**src/rtl/temperature_averager.sv**
```systemverilog
// Block-average unit: sums windows of 2^LOG2_N unsigned samples and registers each window's mean.
// Build option: define TEMP_AVG_ROUND_EN for round-half-up results; otherwise the mean is truncated (floor).
module temperature_averager #(
    parameter int DATA_W = 32,
    parameter int LOG2_N = 6
) (
    input  logic              clk,
    input  logic              rst_n,
    input  logic              clear,
    input  logic              in_valid,
    output logic              in_ready,
    input  logic [DATA_W-1:0] in_data,
    output logic              out_valid,
    input  logic              out_ready,
    output logic [DATA_W-1:0] out_data,
    output logic [LOG2_N-1:0] sample_cnt
);

    localparam int ACC_W = DATA_W + LOG2_N;
    localparam logic [LOG2_N-1:0] LAST_CNT = '1;
`ifdef TEMP_AVG_ROUND_EN
    localparam logic [ACC_W-1:0] ROUND_ADD = ACC_W'(1) << (LOG2_N - 1);
`else
    localparam logic [ACC_W-1:0] ROUND_ADD = '0;
`endif

    logic [ACC_W-1:0] acc;
    logic [ACC_W-1:0] sum;
    logic [ACC_W-1:0] result_sum;
    logic             last_slot;
    logic             accept;
    logic             out_take;

    // Handshakes: a transfer happens on a rising edge where valid && ready are both high.
    // The producer holds valid/data until that edge; ready never depends on the same side's valid.
    assign last_slot  = (sample_cnt == LAST_CNT);
    assign in_ready   = !clear && !(last_slot && out_valid && !out_ready);
    assign accept     = in_valid && in_ready;
    assign out_take   = out_valid && out_ready;

    // Rounding is added only when the window closes so the running sum stays exact.
    assign sum        = acc + ACC_W'(in_data);
    assign result_sum = sum + ROUND_ADD;

    always_ff @(posedge clk or negedge rst_n) begin
        if (!rst_n) begin
            acc        <= '0;
            sample_cnt <= '0;
            out_valid  <= 1'b0;
            out_data   <= '0;
        end else begin
            if (out_take) begin
                out_valid <= 1'b0;
            end

            if (clear) begin
                acc        <= '0;
                sample_cnt <= '0;
            end else if (accept) begin
                if (last_slot) begin
                    // A new result overrides the clear from a same-cycle consumer handshake.
                    out_data   <= DATA_W'(result_sum >> LOG2_N);
                    out_valid  <= 1'b1;
                    acc        <= '0;
                    sample_cnt <= '0;
                end else begin
                    acc        <= sum;
                    sample_cnt <= sample_cnt + 1'b1;
                end
            end
        end
    end

endmodule

```
**config.mk**
```make
export PLATFORM = sky130hd
export DESIGN_NAME = temperature_averager
export DESIGN_NICKNAME = d
export VERILOG_FILES = /design/src/rtl/temperature_averager.sv
export SDC_FILE = /design/constraint.sdc
export NUM_CORES = 1
export LEC_CHECK = 0
export ABC_AREA = 0
export CORE_ASPECT_RATIO = 0.9
export CORE_MARGIN = 4
export CORE_UTILIZATION = 34
export CTS_CLUSTER_DIAMETER = 30
export CTS_CLUSTER_SIZE = 24
export DETAILED_ROUTE_END_ITERATION = 10
export GPL_TIMING_DRIVEN = 0
export PLACE_DENSITY = 0.58
export SKIP_CTS_REPAIR_TIMING = 1
export SLEW_MARGIN = 20
export SYNTH_ARGS = -nofsm -noshare
export SYNTH_HDL_FRONTEND = slang
export SYNTH_SLANG_ARGS = --single-unit
```
**constraint.sdc**
```tcl
create_clock -name clk -period 2.95 [get_ports clk]
set_input_delay 0.59 -clock clk [delete_from_list [all_inputs] [get_ports clk]]
set_output_delay 0.59 -clock clk [all_outputs]
set_load 0.01 [all_outputs]
```
## Word level (Yosys, flattened, before mapping)

Index checks and enable logic that the tools add are counted.
W data, S select, Z words.

- Add/subtract/negate cells: 2
- Eq/ne operators: 1
- Multiplexer cells: 10
- Bitwise logic cells: 1
- Reduce and logical (&&, ||, !) cells: 10

Operators by type and width:

| operator | count |
|---|---|
| $mux W38 | 3 |
| $add A38 B32 Y38 | 1 |
| $mux W6 | 3 |
| $add A6 B1 Y6 const B | 1 |
| $eq A6 B6 Y1 const B | 1 |
| $logic_and A1 B1 Y1 | 5 |
| $mux W1 | 4 |
| $logic_not A1 Y1 | 3 |
| $reduce_and A3 Y1 | 1 |
| $reduce_bool A2 Y1 | 1 |
| $not A1 Y1 | 1 |

- Flip-flop bits (word level): 77
- Bits of input ports: 37
- Logic and storage cells: 28

## Logic depth before layout (Yosys ltp)

Gate-level depths: netlist of the first run.

- Depth in word-level cells: 8
- Depth in mapped cells: 11
- Mapped depth without buffers: 11

## Worst setup path before layout of the first run

OpenSTA, ideal clock, no wires.

- Kind: input-to-reg
- Start point: input port in_data[0]
- End point: register out_data[26]
- Setup time: 125 ps
- Arrival time: 2,825 ps
- Required time: 2,825 ps
- Slack: 1 ps
- Cell stages on the path: 10
- Path buffers: 0
- Cells stage by stage: ha_1 fa_1 a21o_1 a221oi_2 a211oi_4 nor3b_2 o21a_4 o31ai_4 xor2_1 mux2_2

- Word-level cells in the longest chain between the ends: 1

RTL lines:

| element | line | RTL |
|---|---|---|
| start: declaration | 12 | `input logic [DATA_W-1:0] in_data,` |
| $add A38 B32 Y38 | 42 | `assign sum = acc + ACC_W'(in_data);` |
| end signal: assignment | 62 | `out_data <= DATA_W'(result_sum >> LOG2_N);` |
| end: declaration | 15 | `output logic [DATA_W-1:0] out_data,` |

Every way passes these cells.
A chain may end at the register's enable or synchronous reset.

## Worst setup path after layout of the first run

- Start point: input port in_data[25]
- End point: register out_data[26]

The elaborated chain is that of the path after synthesis.

==> results.toml, run 1 <==
[critical_path]
r2r_cells = 11
reg2reg_from = "acc[0]"
reg2reg_to = "out_data[26]"
cp.required_ns = 3.17
crit_chain = "clkdlybuf4s50_1 -> ha_2 -> a21o_1 -> a21o_1 -> a21oi_1 -> o21ai_0 -> a311oi_2 -> o31ai_4 -> buf_4 -> xor2_1 -> mux2_2"
setup.worst_path.end = "out_data[26]"
critPathSlowestCell = "clkdlybuf4s50_1"
r2r_slack_ns = 0.08
max_stage_delay_ns = 0.47
cp_max_fo = 7
critical_path.startpoint_type = "input pin"
cp.arrival_ns = 3.15
crit_top_cell = "a21o_1"
crit_start = "in_data[25]"
end_kind = "flop"
crit_type = "input pin to flop"

[detailed_routing]
drt_wl_total_um = 12700
num_vias = 4053
routed_via_density = 5.18
wl_per_cell_um = 16.3
drc = 0
ant_nets = 0
drt_iter0_drc = 155
dr.pass1.iters = 7

[yosys]
synth_area_per_cell_sq_um = 10.1
ys_seq_area_share_pct = 39.7
netlist_area_sq_um = 4860
ys.flop_type = "dfrtp_1"
synth-async-reset-ratio_pct = 100
synth_seq_cells = 77
synth-edff-count = 0
yosysWarningCount = 0
ys_types = 58
syn_nets = 553
synth_cells = 482

[cells_and_area]
drive_above_1_share_pct = 21.5
layout_commonest_cell = "dfrtp_1"
final_cell_mix = "dfrtp_1 (77), clkdlybuf4s50_1 (60), a21oi_1 (38), nor2_1 (28), a22o_1 (28)"
n_antenna_cell = 0
fin_nets = 657
syn2layout_area_growth_pct = 38.8

[placed_design]
gp_congestion = 0.827
dp_hpwl_um = 8990
port_buffers = 76

[die]
floorplan.die_area_sq_um = 16300
io_pins = 77
start_util_pct = 34.7
core_region_area_sq_um = 14000
fp.dieW_um = 134
rows = 41
die_y_um = 121

[status]
outcome = "complete, no violations"

[timing]
maxSlewHeadroom_pct = 50.9
finalCritPeriodShare_pct = 99.1
setup_viol = 0
tightest_slew_ns = 0.737
drv_slew = 0
min_period_ns = 2.92
max_freq_mhz = 342
hold_viol_final = 0
whs_ns = 0.221
tns_ns = 0
finClkSkew_ns = 0.00984

[cts]
clkTransAtPathRegs_ns = 0.05
clock_latency_ns = 0.35
cts_tree = "done"
cts_buffer_depth = 2
h-tree-depth = 3
cts_buffers = 9
cts_root_buf = "clkbuf_16"
cts.sinks = 77

[power]
power_mw = 4.41
p_leak_nw = 3.04
ir_drop_mv = 0.349
p_per_area_nw_per_um2 = 654

[grt]
grt_antenna_before_repair = 0
grt_pass1_wl_um = 20000
grt_pass1_vias = 4042
grt_overflow = 0
grt_start_max_net_pins = 41
grt_util_all_layers_pct = 15.3

[job]
drv_cap = 0

[hold_path]
hp-class = "input pin to async pin"
## through the flow
stage	area, sq um	util, %	instances	setup WS, ns
final	6740	48.1	783	0.0259
after global placement	5860	41.8	751	-1.61
after detailed placement	5880	42.0	752	-0.709
after CTS	6150	43.9	767	-0.368
after floorplan	4860	-	482	0.000735
after global routing	6740	48.1	783	-0.0345
## registers in the layout, summed over array words and instances, names as in the netlist
register / flops
acc: 38
out_valid: 1
sample_cnt: 6
out_data: 32
## synth_stat cells, types with 2 or more instances
master    instances  area share (%)
buf_6             2            0.46
nor2_1           29             2.2
mux2_2           27             6.3
clkbuf_1         18             1.4
a22o_1           28             5.0
o21ai_1           5            0.52
a221oi_2          2            0.62
o21a_1            5            0.77
nand2_1          26             2.0
nor2b_1           3            0.39
a211oi_1          2            0.31
nand2b_1          8             1.0
nand3_1           7            0.72
inv_1            12            0.93
o211a_1           2            0.41
a21oi_1          43             4.4
and3_1            6            0.77
or3_1             2            0.26
xor2_1           15             2.7
nand3b_1          2            0.31
o21bai_1          4            0.62
a21boi_1          2            0.31
nand3_2           2            0.41
and4_1            2            0.36
xnor2_1          22             4.0
a31oi_1           9             1.2
a21o_1           20             3.1
buf_2             5            0.52
dfrtp_1          77              40
nand4_1           7            0.90
nand2_2           2            0.26
nor3_1            4            0.41
o21ai_0          23             2.4
ha_1             33             8.5
o31ai_1           2            0.31
nor3b_1           2            0.31
## power breakdown
part           switching (mW)  total, mW  internal, mW
Clock                   0.417       1.07         0.650
Sequential              0.107       1.31          1.20
Combinational            1.06       2.04         0.974
## cells by family after synthesis
kind of cell / count (synthesis) / synth area share [%]
adder cells (fa/ha/maj): 34 / 8.91
multiplexers: 28 / 6.47
flip-flops: 77 / 39.7
XOR/XNOR: 37 / 6.67
AND/OR/NAND/NOR: 107 / 11.4
buffers and inverters: 38 / 3.37
AO/OA/AOI/OAI: 161 / 23.5
## per-layer routing
metal | global-route usage (%) | share of wire [%]
met1 | 21.1 | 49
met2 | 23.7 | 46
met3 | 4.10 | 3.6
met4 | 4.18 | 0.73
met5 | 0 | 0
## cell type report
class / instances / area (sq um)
repair buffers: 98 / 973
flip-flops and latches: 77 / 1930
multi-input cells: 367 / 3180
well taps: 193 / 241
plain buffers: 21 / 97.6
fillers: 1258 / 7260
clock buffers: 13 / 240
clock inverters: 2 / 35.0
inverters: 12 / 45.0
## worst min path at each step
stage	to	slack [ns]	depth (start not counted)
floorplan	acc[0]	0.29	0
global placement	acc[3]	0.47	2
detailed placement	acc[3]	0.48	2
CTS	acc[8]	0.23	1
global route	out_data[2]	0.26	1
finish	out_data[2]	0.22	1
## critical path: cells and delay by family
kind	cells	cell delay, ns
compound gates	6	1.15
xor+xnor	1	0.15
fa+ha+maj	1	0.33
buf+inv	2	0.65
mux	1	0.26
(Power assumes the default switching activity.)
==> run 2, diff against run 1 <==
CORE_UTILIZATION = 55   (was 34)
PLACE_DENSITY = 0.85   (was 0.58)
REMOVE_ABC_BUFFERS = 1   (was default)
==> results.toml, run 2 (synthesis results as in run 1) <==
[timing]
drv_slew = 0
finalCritPeriodShare_pct = 99.8
min_period_ns = 2.94
whs_ns = 0.154
finClkSkew_ns = 0.0130
tightest_slew_ns = 0.736
tns_ns = 0
max_freq_mhz = 340
hold_viol_final = 0
setup_viol = 0
maxSlewHeadroom_pct = 50.7

[die]
start_util_pct = 56.4
fp.dieW_um = 107
die_y_um = 97.2
floorplan.die_area_sq_um = 10400
io_pins = 77
rows = 32
core_region_area_sq_um = 8610

[cells_and_area]
fin_nets = 633
n_antenna_cell = 0
largest-register = "acc"
syn2layout_area_growth_pct = 33.7
post-route-util_pct = 75.5
fillers = 568
layout_commonest_cell = "dfrtp_1"
final_cell_mix = "dfrtp_1 (77), clkdlybuf4s50_1 (71), a21oi_1 (38), a22o_1 (28)"
drive_above_1_share_pct = 21.5
largest_register_ffs = 38
reg.largest.list = "acc: 38 flops, out_data: 32 flops, sample_cnt: 6 flops"

[cts]
cts_buffers = 9
cts_buffer_depth = 2
cts_root_buf = "clkbuf_8"
cts.sinks = 77
cts_tree = "done"
h-tree-depth = 3
clkTransAtPathRegs_ns = 0.09
clock_latency_ns = 0.36

[grt]
grt_start_max_net_pins = 49
grt_pass1_wl_um = 19100
grt_util_all_layers_pct = 22.1
grt_antenna_before_repair = 0
grt_overflow = 0
grt_pass1_vias = 4055

[detailed_routing]
routed_via_density = 6.09
dr.pass1.iters = 5
ant_nets = 0
drt_wl_total_um = 12700
drc = 0
num_vias = 4177
drt_iter0_drc = 184
wl_per_cell_um = 18.5

[placed_design]
gp_congestion = 0.892
port_buffers = 76
dp_hpwl_um = 8370

[critical_path]
cp.arrival_ns = 3.19
critical_path.startpoint_type = "input pin"
cp_max_fo = 4
cp.required_ns = 3.20
r2r_slack_ns = 0.10
crit_type = "input pin to flop"
reg2reg_from = "acc[1]"
reg2reg_to = "out_data[15]"
r2r_cells = 11
crit_start = "in_data[2]"
setup.worst_path.end = "out_data[24]"
end_kind = "flop"

[power]
p_leak_nw = 2.88
p_per_area_nw_per_um2 = 662
ir_drop_mv = 0.348

[hold_path]
hp-class = "input pin to async pin"

[status]
outcome = "complete, no violations"

[job]
drv_cap = 0
-- run 2: cell count changes in the layout (fill, tap and decap cells not counted), sizes merged --
cell | before | now
clkbuf | 29 | 9
clkdlybuf4s50 | 60 | 71
dlymetal6s2s | 15 | 4
buf | 28 | 20
bufinv | 1 | 3
clkinvlp | 0 | 2
inv | 12 | 13
-- run 2: routing by layer --
metal	share of wire, %	track usage (%)	vias to the layer above	routed length [um]
li1	-	-	1935	-
met1	42	29.9	2040	5370
met2	50	36.4	167	6370
met3	5.5	3.85	35	693
met4	2.1	6.10	0	267
met5	0	0	-	0
-- run 2: critical path, stage by stage --
cell	delay, ns
clkdlybuf4s50_1	0.47
ha_4	0.32
a21o_1	0.18
a221oi_4	0.10
a211oi_4	0.35
o21ai_2	0.11
o31ai_4	0.30
nand3_1	0.14
a31oi_2	0.24
xor2_1	0.12
mux2_2	0.27
-- run 2: final cells by class --
| class | count | area (sq um) | share of cell area (%) |
|---|---|---|---|
| Clock buffer | 9 | 124 | 1.91 |
| Timing Repair Buffer | 95 | 963 | 14.8 |
| Sequential cell | 77 | 1930 | 29.7 |
| Multi-Input combinational cell | 367 | 3160 | 48.7 |
| Tap cell | 119 | 149 | 2.29 |
| Inverter | 12 | 45.0 | 0.694 |
| Clock inverter | 7 | 123 | 1.89 |
-- run 2: where the power goes --
group | leakage [nW] | switching (mW) | internal (mW)
sequential | 1.03 | 0.136 | 1.20
clock | 0.116 | 0.426 | 0.566
combinational | 1.74 | 1.04 | 0.938
total | 2.88 | 1.60 | 2.70
-- run 2: through the flow --
step	cells	setup WS [ns]	total power, mW	instance area (sq um)
after global placement	651	-3.22	2.83	5650
final	686	0.00692	4.30	6490
after detailed placement	657	-0.728	2.91	5760
after CTS	673	-0.354	3.93	6010
after floorplan	456	-1.36	2.49	4740
after global routing	686	-0.0732	4.53	6490
-- run 2: how the worst min path moves through the flow --
stage / start / end / slack, ns / depth (start not counted)
after detailed placement: acc[5] / acc[5] / 0.49 / 2
final: rst_n / out_data[11] / 0.15 / 1
after global placement: acc[4] / acc[4] / 0.47 / 2
after CTS: rst_n / out_data[11] / 0.16 / 1
after floorplan: rst_n / acc[0] / 0.29 / 0
after global routing: rst_n / out_data[11] / 0.18 / 1
==> run 3, diff against run 2 <==
CORE_ASPECT_RATIO = 0.6   (was 0.9)
CORE_MARGIN = default   (was 4)
==> results.toml, run 3 (synthesis results as in run 1) <==
[job]
drv_cap = 0

[cts]
h-tree-depth = 3
cts.sinks = 77
cts_buffer_depth = 2
clock_latency_ns = 0.35
cts_tree = "done"
cts_root_buf = "clkbuf_16"
cts_buffers = 9
clkTransAtPathRegs_ns = 0.06

[cells_and_area]
fin_nets = 636
reg.largest.list = "acc: 38 flops, out_data: 32 flops, sample_cnt: 6 flops"
largest_register_ffs = 38
final_cell_mix = "dfrtp_1 (77), clkdlybuf4s50_1 (59), a21oi_1 (38), a22o_1 (28), nor2_1 (27)"
drive_above_1_share_pct = 21.6
layout_commonest_cell = "dfrtp_1"
largest-register = "acc"
syn2layout_area_growth_pct = 38.3
post-route-util_pct = 78.8
n_antenna_cell = 0

[timing]
drv_slew = 0
tightest_slew_ns = 0.626
setup_viol = 4
max_freq_mhz = 332
min_period_ns = 3.01
finalCritPeriodShare_pct = 102
hold_viol_final = 0
whs_ns = 0.177
tns_ns = -0.133
finClkSkew_ns = 0.00669
rsz0062_at_grt = "true"
worst_slack_ns = -0.0622
maxSlewHeadroom_pct = 58.2

[placed_design]
gp_congestion = 0.864
port_buffers = 76
place_ws_ns = -0.760
dp_hpwl_um = 8820

[critical_path]
cp.required_ns = 3.19
r2r_slack_ns = 0.08
crit_chain = "clkdlybuf4s50_1 -> ha_1 -> nand2_1 -> o21ai_2 -> nand4bb_1 -> o21ai_2 -> o31ai_4 -> nand3_2 -> a31oi_4 -> xor2_2 -> mux2_2"
end_kind = "flop"
max_stage_delay_ns = 0.47
critical_path.startpoint_type = "input pin"
cp_top_family = "compound AO/OA/AOI/OAI gates"
crit_top_cell = "o21ai_2"
cp.arrival_ns = 3.25
cp_max_fo = 7
crit_type = "input pin to flop"
r2r_cells = 11
reg2reg_from = "acc[0]"
path_buf_inv = 1
critPathSlowestCell = "ha_1"
reg2reg_to = "out_data[26]"

[die]
fp.dieW_um = 123
floorplan.die_area_sq_um = 9220
core_region_area_sq_um = 8520
die_y_um = 74.8
io_pins = 77
rows = 26
start_util_pct = 57.0

[detailed_routing]
ant_nets = 0
wl_per_cell_um = 21.6
dr.pass1.iters = 6
num_vias = 4508
drt_wl_total_um = 14800
routed_via_density = 6.61
drt_iter0_drc = 519
drc = 0

[power]
power_mw = 4.87
p_comb_share_pct = 43.7
p_sw_mw = 1.80
p_leak_nw = 3.08
p_int_mw = 3.07
p_per_area_nw_per_um2 = 725
pwr-share-clk_pct = 28.7
ir_drop_mv = 0.394
swShare_pct = 36.9
seqPwrFrac_pct = 27.6

[grt]
grt_start_max_net_pins = 49
grt_antenna_before_repair = 0
grt_pass1_vias = 3918
grt_overflow = 0
grt_pass1_wl_um = 19800
grt_util_all_layers_pct = 28.5

[status]
violations = "negative setup slack"
outcome = "finished, violations left"

[hold_path]
hp-class = "input pin to async pin"
## run 3: changes by cell type in the layout (fill, tap and decap cells not counted), sizes merged
cell and change:
clkdlybuf4s50 -12, dlymetal6s2s +12, buf +3, clkinvlp -2, bufinv +1, clkinv +1
## run 3: area by class of cell
| type | instances | area, sq um |
|---|---|---|
| clock buffers | 9 | 225 |
| clock inverters | 7 | 146 |
| fillers | 484 | 1810 |
| inverters | 12 | 45.0 |
| multi-input cells | 367 | 3200 |
| flip-flops and latches | 77 | 1930 |
| well taps | 112 | 140 |
| repair buffers | 98 | 1030 |
## run 3: how the worst max path moves through the flow
stage	slack (ns)	depth (start not counted)	from	endpoint
final	-0.06	11	in_data[11]	out_data[24]
after global routing	-0.08	11	in_data[11]	out_data[24]
after CTS	-0.42	11	in_data[0]	out_data[26]
after detailed placement	-0.76	11	in_data[0]	out_data[26]
after global placement	-3.27	6	clear	out_data[25]
after floorplan	-1.36	7	sample_cnt[0]	out_data[25]
## run 3: power groups by stage
stage	combinational, mW	sequential (mW)	clock (mW)
2_1_floorplan	1.18	1.30	0
3_3_place_gp	1.54	1.31	0
3_5_place_dp	1.62	1.32	0
4_1_cts	1.65	1.31	1.40
5_1_grt	2.23	1.36	1.44
6_report	2.13	1.34	1.40
## run 3: worst register-to-register path: cells and delay by family (launching register included)
family          cells  cell delay, ns
compound gates      5            0.97
xor+xnor            1            0.18
fa+ha+maj           2            0.54
buf+inv             1            0.16
flops               1            0.40
mux                 1            0.28
simple gates        1            0.23
## run 3: through the flow
step / std cells / cell area, sq um
floorplan: 456 / 4740
global placement: 644 / 5640
detailed placement: 651 / 5770
CTS: 667 / 6140
global route: 682 / 6720
finish: 682 / 6720
## run 3: metal layers
metal / vias up / GRT usage [%] / part of all wire (%)
met5: - / 0 / 0
met4: 0 / 11.4 / 2.8
met3: 56 / 6.44 / 9.4
met2: 317 / 43.2 / 46
met1: 2184 / 40.1 / 42
li1: 1951 / - / -
